File: src/rtl/logical_tile_io_multi_mode_pkg.sv
// Shared definitions for the multi-channel IO logical tile.
// Optional feature macro: IO_LOOPBACK_EN (adds a per-channel loopback config bit).
package io_tile_pkg;

`ifdef IO_LOOPBACK_EN
  localparam int CFG_BITS = 4;
`else
  localparam int CFG_BITS = 3;
`endif

  // Positions of the per-channel configuration bits inside a channel slice
  localparam int CFG_OE_EN    = 0;
  localparam int CFG_OUT_REG  = 1;
  localparam int CFG_IN_SYNC  = 2;
  localparam int CFG_LOOPBACK = 3;

  typedef enum logic [1:0] {
    UNCONF  = 2'd0,
    LOADING = 2'd1,
    ACTIVE  = 2'd2
  } state_e;

endpackage

File: src/rtl/logical_tile_io_multi_mode_channel.sv
// One GPIO channel: optional output register, optional input synchroniser,
// and the safe-state gating applied whenever the tile is not ACTIVE.
// Optional feature macro: IO_LOOPBACK_EN (internal loopback through the input path).
module io_tile_channel
  import io_tile_pkg::*;
#(
  parameter int SYNC_STAGES = 2
) (
  input  logic                clk,
  input  logic                rst_n,
  input  logic                active_i,
  input  logic [CFG_BITS-1:0] cfg_i,
  input  logic                outpad_i,
  input  logic                pad_a_i,
  output logic                pad_y_o,
  output logic                pad_oe_o,
  output logic                inpad_o
);

  logic                   out_q;
  logic [SYNC_STAGES-1:0] sync_q;
  logic                   y_data;
  logic                   in_src;
  logic                   loopback;

  // Output data after the optional one-cycle register
  assign y_data = cfg_i[CFG_OUT_REG] ? out_q : outpad_i;

`ifdef IO_LOOPBACK_EN
  // Loopback feeds the channel's own output data into the input path
  assign loopback = cfg_i[CFG_LOOPBACK];
  assign in_src   = loopback ? y_data : pad_a_i;
`else
  assign loopback = 1'b0;
  assign in_src   = pad_a_i;
`endif

  // Output register: runs only in ACTIVE, held clear otherwise so entry starts from zero
  always_ff @(posedge clk or negedge rst_n) begin
    if (!rst_n) begin
      out_q <= 1'b0;
    end else if (!active_i) begin
      out_q <= 1'b0;
    end else begin
      out_q <= outpad_i;
    end
  end

  // Input synchroniser chain: same clear-outside-ACTIVE behaviour as the output register
  always_ff @(posedge clk or negedge rst_n) begin
    if (!rst_n) begin
      sync_q <= '0;
    end else if (!active_i) begin
      sync_q <= '0;
    end else begin
      sync_q[0] <= in_src;
      for (int s = 1; s < SYNC_STAGES; s++) begin
        sync_q[s] <= sync_q[s-1];
      end
    end
  end

  assign pad_oe_o = active_i & cfg_i[CFG_OE_EN] & ~loopback;
  assign pad_y_o  = active_i & y_data;
  assign inpad_o  = active_i & (cfg_i[CFG_IN_SYNC] ? sync_q[SYNC_STAGES-1] : in_src);

endmodule

File: src/rtl/logical_tile_io_multi_mode.sv
// Multi-channel IO logical tile: serial configuration chain, load-validation
// FSM and NUM_IO GPIO channels held safe until a complete load finishes.
// Optional feature macro: IO_LOOPBACK_EN (4 config bits per channel instead of 3).
module logical_tile_io_multi_mode
  import io_tile_pkg::*;
#(
  parameter int NUM_IO      = 4,
  parameter int SYNC_STAGES = 2
) (
  input  logic              prog_clk,
  input  logic              pReset,
  input  logic              ccff_en,
  input  logic              ccff_head,
  output logic              ccff_tail,
  input  logic [NUM_IO-1:0] io_outpad,
  output logic [NUM_IO-1:0] io_inpad,
  input  logic [NUM_IO-1:0] gfpga_pad_GPIO_A,
  output logic [NUM_IO-1:0] gfpga_pad_GPIO_Y,
  output logic [NUM_IO-1:0] gfpga_pad_GPIO_OE,
  output logic              config_done,
  output logic              cfg_err
);

  localparam int CHAIN_LEN = NUM_IO * CFG_BITS;
  localparam int CNT_W     = $clog2(CHAIN_LEN + 2);
  localparam logic [CNT_W-1:0] CNT_ONE  = CNT_W'(1);
  localparam logic [CNT_W-1:0] CNT_FULL = CNT_W'(CHAIN_LEN);
  localparam logic [CNT_W-1:0] CNT_SAT  = CNT_W'(CHAIN_LEN + 1);

  logic [CHAIN_LEN-1:0] chain_q;
  logic [CHAIN_LEN-1:0] chain_d;
  logic [CNT_W-1:0]     cnt_q;
  logic [CNT_W-1:0]     cnt_d;
  state_e               state_q;
  logic                 config_done_q;
  logic                 cfg_err_q;
  logic                 active;

  // The chain shifts whenever enabled, regardless of FSM state
  assign chain_d   = ccff_en ? {chain_q[CHAIN_LEN-2:0], ccff_head} : chain_q;
  assign ccff_tail = chain_q[CHAIN_LEN-1];

  // Saturate one past a full load so any overlong load stays distinguishable
  assign cnt_d = (cnt_q == CNT_SAT) ? cnt_q : cnt_q + CNT_ONE;

  // Configuration shift register
  always_ff @(posedge prog_clk or negedge pReset) begin
    if (!pReset) begin
      chain_q <= '0;
    end else begin
      chain_q <= chain_d;
    end
  end

  // Load FSM: the entering shift edge counts as the first bit, length checked when ccff_en drops
  always_ff @(posedge prog_clk or negedge pReset) begin
    if (!pReset) begin
      state_q       <= UNCONF;
      cnt_q         <= '0;
      config_done_q <= 1'b0;
      cfg_err_q     <= 1'b0;
    end else begin
      unique case (state_q)
        UNCONF: begin
          if (ccff_en) begin
            state_q <= LOADING;
            cnt_q   <= CNT_ONE;
          end
        end
        LOADING: begin
          if (ccff_en) begin
            cnt_q <= cnt_d;
          end else if (cnt_q == CNT_FULL) begin
            state_q       <= ACTIVE;
            config_done_q <= 1'b1;
            cfg_err_q     <= 1'b0;
          end else begin
            state_q   <= UNCONF;
            cfg_err_q <= 1'b1;
          end
        end
        ACTIVE: begin
          if (ccff_en) begin
            state_q       <= LOADING;
            cnt_q         <= CNT_ONE;
            config_done_q <= 1'b0;
          end
        end
        default: begin
          state_q       <= UNCONF;
          config_done_q <= 1'b0;
        end
      endcase
    end
  end

  assign active      = (state_q == ACTIVE);
  assign config_done = config_done_q;
  assign cfg_err     = cfg_err_q;

  generate
    for (genvar gi = 0; gi < NUM_IO; gi++) begin : g_ch
      io_tile_channel #(
        .SYNC_STAGES(SYNC_STAGES)
      ) u_ch (
        .clk     (prog_clk),
        .rst_n   (pReset),
        .active_i(active),
        .cfg_i   (chain_q[CFG_BITS*gi +: CFG_BITS]),
        .outpad_i(io_outpad[gi]),
        .pad_a_i (gfpga_pad_GPIO_A[gi]),
        .pad_y_o (gfpga_pad_GPIO_Y[gi]),
        .pad_oe_o(gfpga_pad_GPIO_OE[gi]),
        .inpad_o (io_inpad[gi])
      );
    end
  endgenerate

endmodule
File: config.mk
export PLATFORM = sky130hd
export DESIGN_NAME = logical_tile_io_multi_mode
export DESIGN_NICKNAME = d
export VERILOG_FILES = /design/src/rtl/logical_tile_io_multi_mode_pkg.sv /design/src/rtl/logical_tile_io_multi_mode_channel.sv /design/src/rtl/logical_tile_io_multi_mode.sv
export SDC_FILE = /design/constraint.sdc
export NUM_CORES = 1
export LEC_CHECK = 0
export ABC_AREA = 1
export BUFFER_PORTS_ARGS = -buffer_cell sky130_fd_sc_hd__clkbuf_2
export CORE_MARGIN = 5
export CORE_UTILIZATION = 49
export DETAILED_ROUTE_END_ITERATION = 6
export PLACE_DENSITY = 0.7
export SETUP_SLACK_MARGIN = 0.3
export SLEW_MARGIN = 20
export SYNTH_ARGS = -nofsm -noshare
export SYNTH_HDL_FRONTEND = slang
export SYNTH_HIERARCHICAL = 1
export SYNTH_SLANG_ARGS = --single-unit
File: constraint.sdc
create_clock -name prog_clk -period 1.8 [get_ports prog_clk]
set_input_delay 0.45 -clock prog_clk [delete_from_list [all_inputs] [get_ports prog_clk]]
set_output_delay 0.45 -clock prog_clk [all_outputs]
set_load 0.02 [all_outputs]
### Word-level counts from Yosys, hierarchy flattened

Cells that the tools add are included.

* bits in registers: 32
* bits of input ports: 12

* reductions and logical operators: 7
* bitwise logic cells: 14
* add/subtract/negate cells: 1
* muxes and demuxes: 29
* equal/unequal tests: 10

Operator list (count)
* $mux W1: 16
* $mux W2: 7
* $and A1 B1 Y1: 12
* $mux W4: 3
* $ne A2 B2 Y1 const B: 5
* $eq A4 B4 Y1 const B: 2
* $pmux W4 S2: 1
* $reduce_and A4 Y1: 2
* $add A4 B1 Y4 const B: 1
* $pmux W2 S2: 1
* $reduce_and A2 Y1: 2
* $pmux W1 S3: 1
* $eq A2 B1 Y1 const B: 1
* $eq A2 B2 Y1 const B: 1
* $logic_not A2 Y1: 1
* $ne A2 B1 Y1 const B: 1
* $not A1 Y1: 2
* $reduce_bool A2 Y1: 1
* $reduce_or A2 Y1: 1

### Depth between registers and ports, before layout

Gate-level depths: netlist (run 1).

* word-level depth: 4
* gate-level depth with buffers: 7
* depth with buffers taken out: 7

### Modules after synthesis

The synthesis (run 1) kept the hierarchy.

Modules (own cells, without submodules)
* logical_tile_io_multi_mode: cells an instance 102, area each 900.9 um^2, seq. area each 500.5 um^2, times used 1
* io_tile_channel: cells an instance 21, area each 142.6 um^2, seq. area each 75.1 um^2, times used 4

### Worst setup path after synthesis (run 1)

No wires, ideal clock.

* path kind: register to output
* start: register state_q[0]
* end: output port gfpga_pad_GPIO_Y[0]
* arrival time: 1710 ps
* path slack: -360 ps
* cell stages (with the launch flop): 5
* cells stage by stage: dfrtp_1 -> buf_4 -> nor2_1 -> nand2_1 -> nor2_1

* cells in the longest elaborated chain, start to end: 2

RTL lines
* from (decl): RTL line logical_tile_io_multi_mode.sv:34 `state_e state_q;`
* from (signal assigned): RTL line logical_tile_io_multi_mode.sv:58 `state_q <= UNCONF;`
* from (signal assigned): RTL line logical_tile_io_multi_mode.sv:66 `state_q <= LOADING;`
* from (signal assigned): RTL line logical_tile_io_multi_mode.sv:74 `state_q <= ACTIVE;`
* $eq A2 B2 Y1: RTL line logical_tile_io_multi_mode.sv:97 `assign active = (state_q == ACTIVE);`
* named net active: RTL line logical_tile_io_multi_mode.sv:37 `logic active;`
* $and A1 B1 Y1: RTL line logical_tile_io_multi_mode_channel.sv:64 `assign pad_y_o = active_i & y_data;`
* to (decl): RTL line logical_tile_io_multi_mode.sv:18 `output logic [NUM_IO-1:0] gfpga_pad_GPIO_Y,`

The timed path passes the listed nets, and every way through them passes these cells.

### Worst setup path in the final report (run 1)

* start: register state_q[0]
* end: output port io_inpad[3]

* cells in the longest elaborated chain, start to end: 2

RTL lines
* $eq A2 B2 Y1: RTL line logical_tile_io_multi_mode.sv:97
* named net active: RTL line logical_tile_io_multi_mode.sv:37
* $and A1 B1 Y1: RTL line logical_tile_io_multi_mode_channel.sv:65 `assign inpad_o = active_i & (cfg_i[CFG_IN_SYNC] ? sync_q[SYNC_STAGES-1] : in_src);`
* to (decl): RTL line logical_tile_io_multi_mode.sv:16 `output logic [NUM_IO-1:0] io_inpad,`

The timed path passes the listed nets, and every way through them passes these cells.

==> results.json, run 1 <==
{
  "setup_viol": 12,
  "synthDistinctLibCells": 16,
  "rows": 19,
  "grt_pass1_wl_mm": 5.32,
  "leakage_uw": 0.00115,
  "drive_above_1_share": 0.328,
  "finalInstanceArea_um2": 2060,
  "die_w_um": 64.8,
  "path_max_fanout": 5,
  "period_minus_slack_ns": 1.88,
  "wl_mm": 3.09,
  "synth.avg_cell_area_um2": 7.91,
  "core_area_um2": 2830,
  "fp.dieArea_um2": 4200,
  "drc_errors": 0,
  "worst_pin_slew_ns": 0.392,
  "via_per_inst": 4.84,
  "clock-root-buffer": "clkbuf_4",
  "post-route-period-util": 1.04,
  "via_count": 1272,
  "fill_cells": 217,
  "grt_max_degree": 33,
  "grt-ovfl-total": 0,
  "gp_congestion": 0.814,
  "cp_data_arrival_time_ns": 1.43,
  "ctsHoldBuffers": 0,
  "dp_slack_ns": 0.181,
  "run_status": "finished, violations left",
  "grt_pass1_vias": 1294,
  "cts_sinks": 32,
  "ys.warnings.count": 6,
  "seq_area_um2": 801,
  "numCtsBuffers": 5,
  "drv_slew": 0,
  "dp_hpwl_mm": 2.01,
  "hold_class": "in2async",
  "first_iter_violations": 41,
  "place.port_buffers": 26,
  "wire_per_inst_um": 11.8,
  "ys_seq_area_frac": 0.544,
  "grt_use_total": 0.163,
  "fmax_mhz": 532,
  "violations": "negative setup slack",
  "cp-end-kind": "primary output",
  "yosysTopAreaCell": "dfrtp_1",
  "diodes": 0,
  "start_util": 0.520,
  "cts_tree": "yes",
  "die_y_um": 64.8,
  "synth-seq-cells": 32,
  "hold_violations": 0,
  "io_pins": 27,
  "crit_type": "reg2out",
  "layout_commonest_cell": "nand2_1",
  "multi_input_area_um2": 619,
  "critPathLaunchType": "flop",
  "worstSkewPairLatency_ns": 0.34,
  "rsz0062_at_grt": "true",
  "crit_required_ns": 1.35,
  "clockBufferDepth": 2,
  "antenna_found_initial": 0,
  "maxSlewHeadroom": 0.738,
  "final.setup_skew_ns": 0.0129,
  "htree_levels": 2,
  "ant_nets": 0,
  "yosysTopAreaCellShare": 0.544,
  "ir_drop_mv": 0.474,
  "place_area_um2": 1740,
  "area_growth_syn_to_layout_pct": 39.8,
  "yosys-top-cells-area": "dfrtp_1, nand2_1, inv_1",
  "clk_pin_slew_ns": 0.11,
  "final_cell_mix": "nand2_1, inv_1, dfrtp_1",
  "drtPass1Iterations": 4,
  "syn_nets": 201,
  "drv_cap": 0,
  "synthCells": 186,
  "layout_setup_ws_ns": -0.0796,
  "syn_area_um2": 1470,
  "power_per_cell_area_nw_per_um2": 694,
  "fin_nets": 246
}
-- worst paths after layout --
check,to,startpoint,cells past startpoint,slack [ns]
max,io_inpad[3],state_q[0],5,-0.08
min,chain_q[2],pReset,2,0.11
max reg2reg,cnt_q[2],cnt_q[1],7,0.51
min reg2reg,g_ch[1].u_ch/sync_q[1],g_ch[1].u_ch/sync_q[0],2,0.44
max in group asynchronous,g_ch[1].u_ch/sync_q[0],pReset,2,1.40
min in group prog_clk,g_ch[2].u_ch/sync_q[0],gfpga_pad_GPIO_A[2],3,0.31
-- worst max-delay path, stage by stage (launching register included) --
cell and delay (ns):
dfrtp_1 0.42, nor2_4 0.23, buf_8 0.15, nand2_1 0.08, nor2_4 0.09, buf_6 0.12
-- synth_stat cells --
cell type and count:
a21oi_4 1, buf_2 2, buf_4 1, dfrtp_1 32, ha_1 3, inv_1 37
inv_2 2, nand2_1 65, nand2_2 1, nand3_1 4, nor2_1 20, o21a_1 1
o21ai_0 13, o21ai_1 2, o21ai_4 1, xnor2_1 1
-- flip-flops by register name (all words and copies together), names as in the netlist --
register	count
chain_q	12
g_ch.u_ch/sync_q	8
cnt_q	4
g_ch.u_ch/out_q	4
state_q	2
cfg_err	1
config_done	1
-- per-stage QoR --
| step | total power, uW | utilization | hold slack (ns) | TNS (ns) | std cells |
|---|---|---|---|---|---|
| after CTS | 1430 | 0.681 | 0.123 | -0.321 | 258 |
| final | 1430 | 0.727 | 0.112 | -0.650 | 263 |
| after floorplan | 936 | - | 0.154 | 0 | 186 |
| after global placement | 992 | 0.614 | 0.418 | 0 | 246 |
| after global routing | 1510 | 0.727 | 0.134 | -1.37 | 263 |
| after detailed placement | 1000 | 0.614 | 0.424 | 0 | 246 |
-- power breakdown --
part           switching [uW]  internal, uW
Clock                     243           186
Sequential               55.0           768
Combinational             113          63.1
Total                     411          1020
-- cells by family after synthesis --
kind of cell,synth area share
buffers and inverters,0.111
XOR/XNOR,0.00595
AND/OR/NAND/NOR,0.235
AO/OA/AOI/OAI,0.0782
flip-flops,0.544
adder cells (fa/ha/maj),0.0255
-- metal layers --
layer | vias up | track usage | share of wire
li1 | 633 | - | -
met1 | 608 | 0.165 | 0.39
met2 | 22 | 0.307 | 0.54
met3 | 9 | 0.0432 | 0.038
met4 | 0 | 0.0792 | 0.029
met5 | - | 0 | 0
-- cell type report --
class,instances,area share
multi-input combinational,112,0.301
clock inverter,2,0.00487
inverter,39,0.0712
timing repair buffer,41,0.190
tap,31,0.0189
sequential,32,0.389
clock buffer,6,0.0249
-- timing repair --
action / CTS / global route
pin swaps: 1 / 1
resized for setup: 25 / 30
buffers inserted: 4 / 3
setup endpoints to repair: 12 / 12
gates cloned: 0 / 2
Note: power is estimated with default switching activity, not from simulation.
==> run 2, diff against run 1 <==
SKIP_CTS_REPAIR_TIMING = 1   (was unset)
TNS_END_PERCENT = 5   (was unset)
==> run 2 against run 1 <==
  * Power shrank 4.9%
  * Maximum frequency grew 3.3%
  * Clock-buffer cell count is the same
  * Largest power group unchanged
  * Sequential power shrank 0.5%
  * Clock power shrank 15%
  * Via count shrank 3.5%
  * Die area is the same
  * Highest routed layer unchanged
  * Global-route usage shrank 2.0 points
  * Combinational power is essentially flat
  * The run still ends with negative setup slack left
  * Setup slack gained 0.061 ns
==> results.json, run 2 (same netlist as run 1, synthesis figures left out) <==
{
  "run_status": "finished, violations left",
  "violations": "negative setup slack",
  "path_cells": "nor2_4, buf_12, nand2_1, nor2_4, buf_6",
  "pwr-share-clk": 0.268,
  "drv_cap": 0,
  "gp_congestion": 0.725,
  "critPathLaunchType": "flop",
  "post-route-period-util": 1.01,
  "reg2reg_depth": 7,
  "clk_pin_slew_ns": 0.10,
  "regMostFlops": "chain_q",
  "first_iter_violations": 41,
  "cts_tree": "yes",
  "cp_top_family": "flip-flops",
  "fmax_mhz": 550,
  "io_pins": 27,
  "drv_slew": 0,
  "wl_mm": 2.96,
  "worst_pin_slew_ns": 0.450,
  "reg_top3": "chain_q: 12 flops, g_ch.u_ch/sync_q: 8 flops",
  "maxSlewHeadroom": 0.700,
  "leakage_uw": 0.00106,
  "core_area_um2": 2830,
  "path_depth": 5,
  "largest_reg_flops": 12,
  "power_per_cell_area_nw_per_um2": 706,
  "ant_nets": 0,
  "layout_commonest_cell": "nand2_1",
  "p_int_uw": 977,
  "crit_slowest_cell": "dfrtp_1",
  "grt-ovfl-total": 0,
  "p_comb_frac": 0.129,
  "finalInstanceArea_um2": 1920,
  "place_area_um2": 1750,
  "worstSkewPairLatency_ns": 0.32,
  "final_cell_mix": "nand2_1, inv_1, dfrtp_1",
  "crit_top_cell": "nor2_4",
  "swShare": 0.280,
  "grt_use_total": 0.143,
  "r2r_start": "cnt_q[1]",
  "diodes": 0,
  "finalNonFillerCells": 255,
  "area_growth_syn_to_layout_pct": 30.7,
  "period_minus_slack_ns": 1.82,
  "die_w_um": 64.8,
  "ir_drop_mv": 0.603,
  "hold_class": "in2async",
  "endpoint": "io_inpad[2]",
  "numCtsBuffers": 5,
  "cp-end-kind": "primary output",
  "rsz0062_at_grt": "true",
  "fin_nets": 239,
  "r2r-end": "cnt_q[0]",
  "setup_viol": 6,
  "crit_required_ns": 1.35,
  "start_util": 0.520,
  "placed_cells": 245,
  "final.setup_skew_ns": 0.0101,
  "htree_levels": 2,
  "die_y_um": 64.8,
  "place.port_buffers": 26,
  "crit_type": "reg2out",
  "cts_sinks": 32,
  "layout_setup_ws_ns": -0.0191,
  "via_per_inst": 4.82,
  "antenna_found_initial": 0,
  "slowest_delay_ns": 0.43,
  "clock-root-buffer": "clkbuf_4",
  "rrSetupSlack_ns": 0.51,
  "grt_pass1_vias": 1106,
  "drtPass1Iterations": 5,
  "cp_data_arrival_time_ns": 1.37,
  "fp.dieArea_um2": 4200,
  "dp_hpwl_mm": 2.05,
  "clockBufferDepth": 2,
  "startpoint": "state_q[0]",
  "final_core_util": 0.680,
  "drc_errors": 0,
  "wire_per_inst_um": 11.6,
  "grt_max_degree": 21,
  "seqPwrFrac": 0.603,
  "rows": 19,
  "via_count": 1228,
  "hold_violations": 0,
  "drive_above_1_share": 0.259,
  "p_switching_uw": 380,
  "crit_buf_inv": 2,
  "path_max_fanout": 10,
  "grt_pass1_wl_mm": 4.77
}
run 2: changes by cell type in the layout (fill, tap and decap cells not counted), sizes merged:
cell    previous run  this run
buf               25        19
clkbuf            22        21
clkinv             2         1
run 2: metal layers:
metal	share of wire	global-route usage
met5	0	0
met4	0.0024	0.0396
met3	0.061	0.0432
met2	0.50	0.239
met1	0.43	0.179
run 2: power groups by stage:
| stage | sequential, uW | combinational (uW) | clock, uW |
|---|---|---|---|
| after floorplan | 824 | 111 | 0 |
| after global placement | 828 | 166 | 0 |
| after detailed placement | 832 | 175 | 0 |
| after CTS | 818 | 176 | 380 |
| after global routing | 826 | 203 | 410 |
| final | 819 | 175 | 364 |
run 2: layout make-up:
cell class | count | area (um^2)
fillers | 238 | 906
multi-input cells | 112 | 579
clock buffers | 6 | 41.3
flip-flops and latches | 32 | 801
well taps | 31 | 38.8
inverters | 39 | 146
repair buffers | 34 | 312
clock inverters | 1 | 5.00
run 2: worst min path at each step:
| stage | start | end | slack [ns] | cells after the start |
|---|---|---|---|---|
| after floorplan | pReset | cfg_err | 0.15 | 0 |
| after global placement | pReset | g_ch[3].u_ch/out_q | 0.41 | 1 |
| after detailed placement | pReset | g_ch[3].u_ch/out_q | 0.41 | 1 |
| after CTS | pReset | g_ch[0].u_ch/sync_q[1] | 0.06 | 1 |
| after global routing | pReset | g_ch[2].u_ch/out_q | 0.07 | 1 |
| final | pReset | chain_q[2] | 0.06 | 1 |
run 2: worst reg2reg max path, cell delays in order (launching register included):
cell	delay, ns
dfrtp_1	0.44
inv_1	0.10
ha_1	0.14
nand3_1	0.12
o21ai_4	0.25
inv_2	0.06
nand2_1	0.06
nand2_1	0.04
run 2: stage by stage:
step                      setup slack [ns]  TNS (ns)  hold WS [ns]  power [uW]
after global routing                -0.117    -0.916        0.0749        1440
final                              -0.0191   -0.0330        0.0593        1360
after CTS                           -0.170     -1.61        0.0611        1370
after floorplan                      0.233         0         0.154         935
after detailed placement             0.189         0         0.413        1010
after global placement               0.250         0         0.407         994
==> run 3, diff against run 2 <==
CORE_UTILIZATION = 56   (was 49)
PLACE_DENSITY = 0.76   (was 0.7)
clock period = 2.1 ns   (was 1.8 ns; I/O delays follow)
==> run 3 against run 2 <==
  * The flow now finishes without violations
  * Power is 14% lower
  * Utilization up 2.7 points
  * Via count down 0.81%
  * Final area shrank 8.1%
  * Largest cell class unchanged
  * Routed wire length up 1.3%
  * Clock power down 9.9%
  * Die area shrank 11%
==> results.json, run 3 (same netlist as run 1, synthesis figures left out) <==
{
  "slowest_delay_ns": 0.42,
  "drive_above_1_share": 0.238,
  "fin_nets": 238,
  "run_status": "finished clean",
  "reg2reg_depth": 6,
  "diodes": 0,
  "largest_reg_flops": 12,
  "worstSkewPairLatency_ns": 0.34,
  "crit_slowest_cell": "dfrtp_1",
  "maxSlewHeadroom": 0.471,
  "crit_required_ns": 1.57,
  "clockBufferDepth": 2,
  "final.setup_skew_ns": 0.00438,
  "critPathLaunchType": "flop",
  "worst_pin_slew_ns": 0.793,
  "start_util": 0.589,
  "period_minus_slack_ns": 1.92,
  "grt_use_total": 0.172,
  "regMostFlops": "chain_q",
  "grt_max_degree": 33,
  "leakage_uw": 0.00102,
  "core_area_um2": 2500,
  "dp_slack_ns": 0.184,
  "setup_viol": 0,
  "first_iter_violations": 52,
  "via_count": 1218,
  "hold_class": "in2async",
  "drtPass1Iterations": 4,
  "setup_tns_ns": 0,
  "power_uw": 1170,
  "fp.dieArea_um2": 3750,
  "wl_mm": 3.00,
  "rsz0062_at_grt": "true",
  "rows": 18,
  "ant_nets": 0,
  "hold_violations": 0,
  "cts_tree": "yes",
  "reg_top3": "chain_q: 12 flops, g_ch.u_ch/sync_q: 8 flops",
  "path_cells": "inv_2, nor2_4, buf_12, nand2_2, nor2_2, buf_4",
  "via_per_inst": 4.81,
  "antenna_found_initial": 0,
  "crit_buf_inv": 3,
  "cp-end-kind": "primary output",
  "area_growth_syn_to_layout_pct": 20.2,
  "power_per_cell_area_nw_per_um2": 660,
  "wire_per_inst_um": 11.8,
  "numCtsBuffers": 5,
  "dp_hpwl_mm": 1.98,
  "cp_top_family": "flip-flops",
  "path_depth": 6,
  "grt-ovfl-total": 0,
  "grt_pass1_vias": 1101,
  "final_cell_mix": "nand2_1, inv_1, dfrtp_1",
  "drc_errors": 0,
  "io_pins": 27,
  "fmax_mhz": 520,
  "drv_slew": 0,
  "cts_sinks": 32,
  "drv_cap": 0,
  "htree_levels": 2,
  "clock-root-buffer": "clkbuf_4",
  "cp_data_arrival_time_ns": 1.40,
  "fin_hold_ws_ns": 0.248,
  "gp_congestion": 0.845,
  "final_core_util": 0.707,
  "die_y_um": 61.3,
  "grt_pass1_wl_mm": 4.55,
  "path_max_fanout": 8,
  "post-route-period-util": 0.915,
  "fill_cells": 201,
  "clk_pin_slew_ns": 0.10,
  "place.port_buffers": 26,
  "layout_commonest_cell": "nand2_1",
  "ir_drop_mv": 0.502,
  "layout_setup_ws_ns": 0.178,
  "crit_type": "reg2out",
  "die_w_um": 61.3
}
[run 3: per-stage QoR]
stage	instances	area (um^2)
after global placement	241	1640
after floorplan	186	1480
after detailed placement	241	1640
final	253	1770
after CTS	248	1690
after global routing	253	1770
[run 3: worst reg2reg max path, stage by stage (launching register included)]
cell and delay (ns):
dfrtp_1 0.42, inv_2 0.07, buf_4 0.16, nor2_2 0.40
buf_4 0.20, nand2_1 0.05, inv_1 0.06
[run 3: layout make-up]
cell class | instances | area [um^2] | share of cell area
clock buffer | 6 | 41.3 | 0.0234
multi-input combinational | 113 | 536 | 0.303
sequential | 32 | 802 | 0.454
clock inverter | 1 | 5.00 | 0.00283
tap | 30 | 37.5 | 0.0212
inverter | 39 | 146 | 0.0828
timing repair buffer | 32 | 200 | 0.113
[run 3: final timing paths]
check	from	endpoint	slack, ns
setup / recovery	state_q[1]	io_inpad[0]	0.18
hold / removal	pReset	g_ch[0].u_ch/out_q	0.25
setup reg to reg	state_q[1]	g_ch[1].u_ch/sync_q[0]	0.69
hold reg to reg	g_ch[3].u_ch/sync_q[0]	g_ch[3].u_ch/sync_q[1]	0.45
max in group asynchronous	pReset	state_q[0]	1.30
min in group prog_clk	io_outpad[0]	g_ch[0].u_ch/out_q	0.38
[run 3: per-layer routing]
metal	track usage	vias to the layer above	routed length, um
met1	0.199	555	1300
met3	0.0629	6	172
met5	0	-	0
met2	0.282	37	1470
li1	-	620	-
met4	0.0836	0	60
[run 3: report_power, final]
part           switching (uW)  internal [uW]
sequential               43.0            659
clock                     205            123
combinational            86.7           51.0
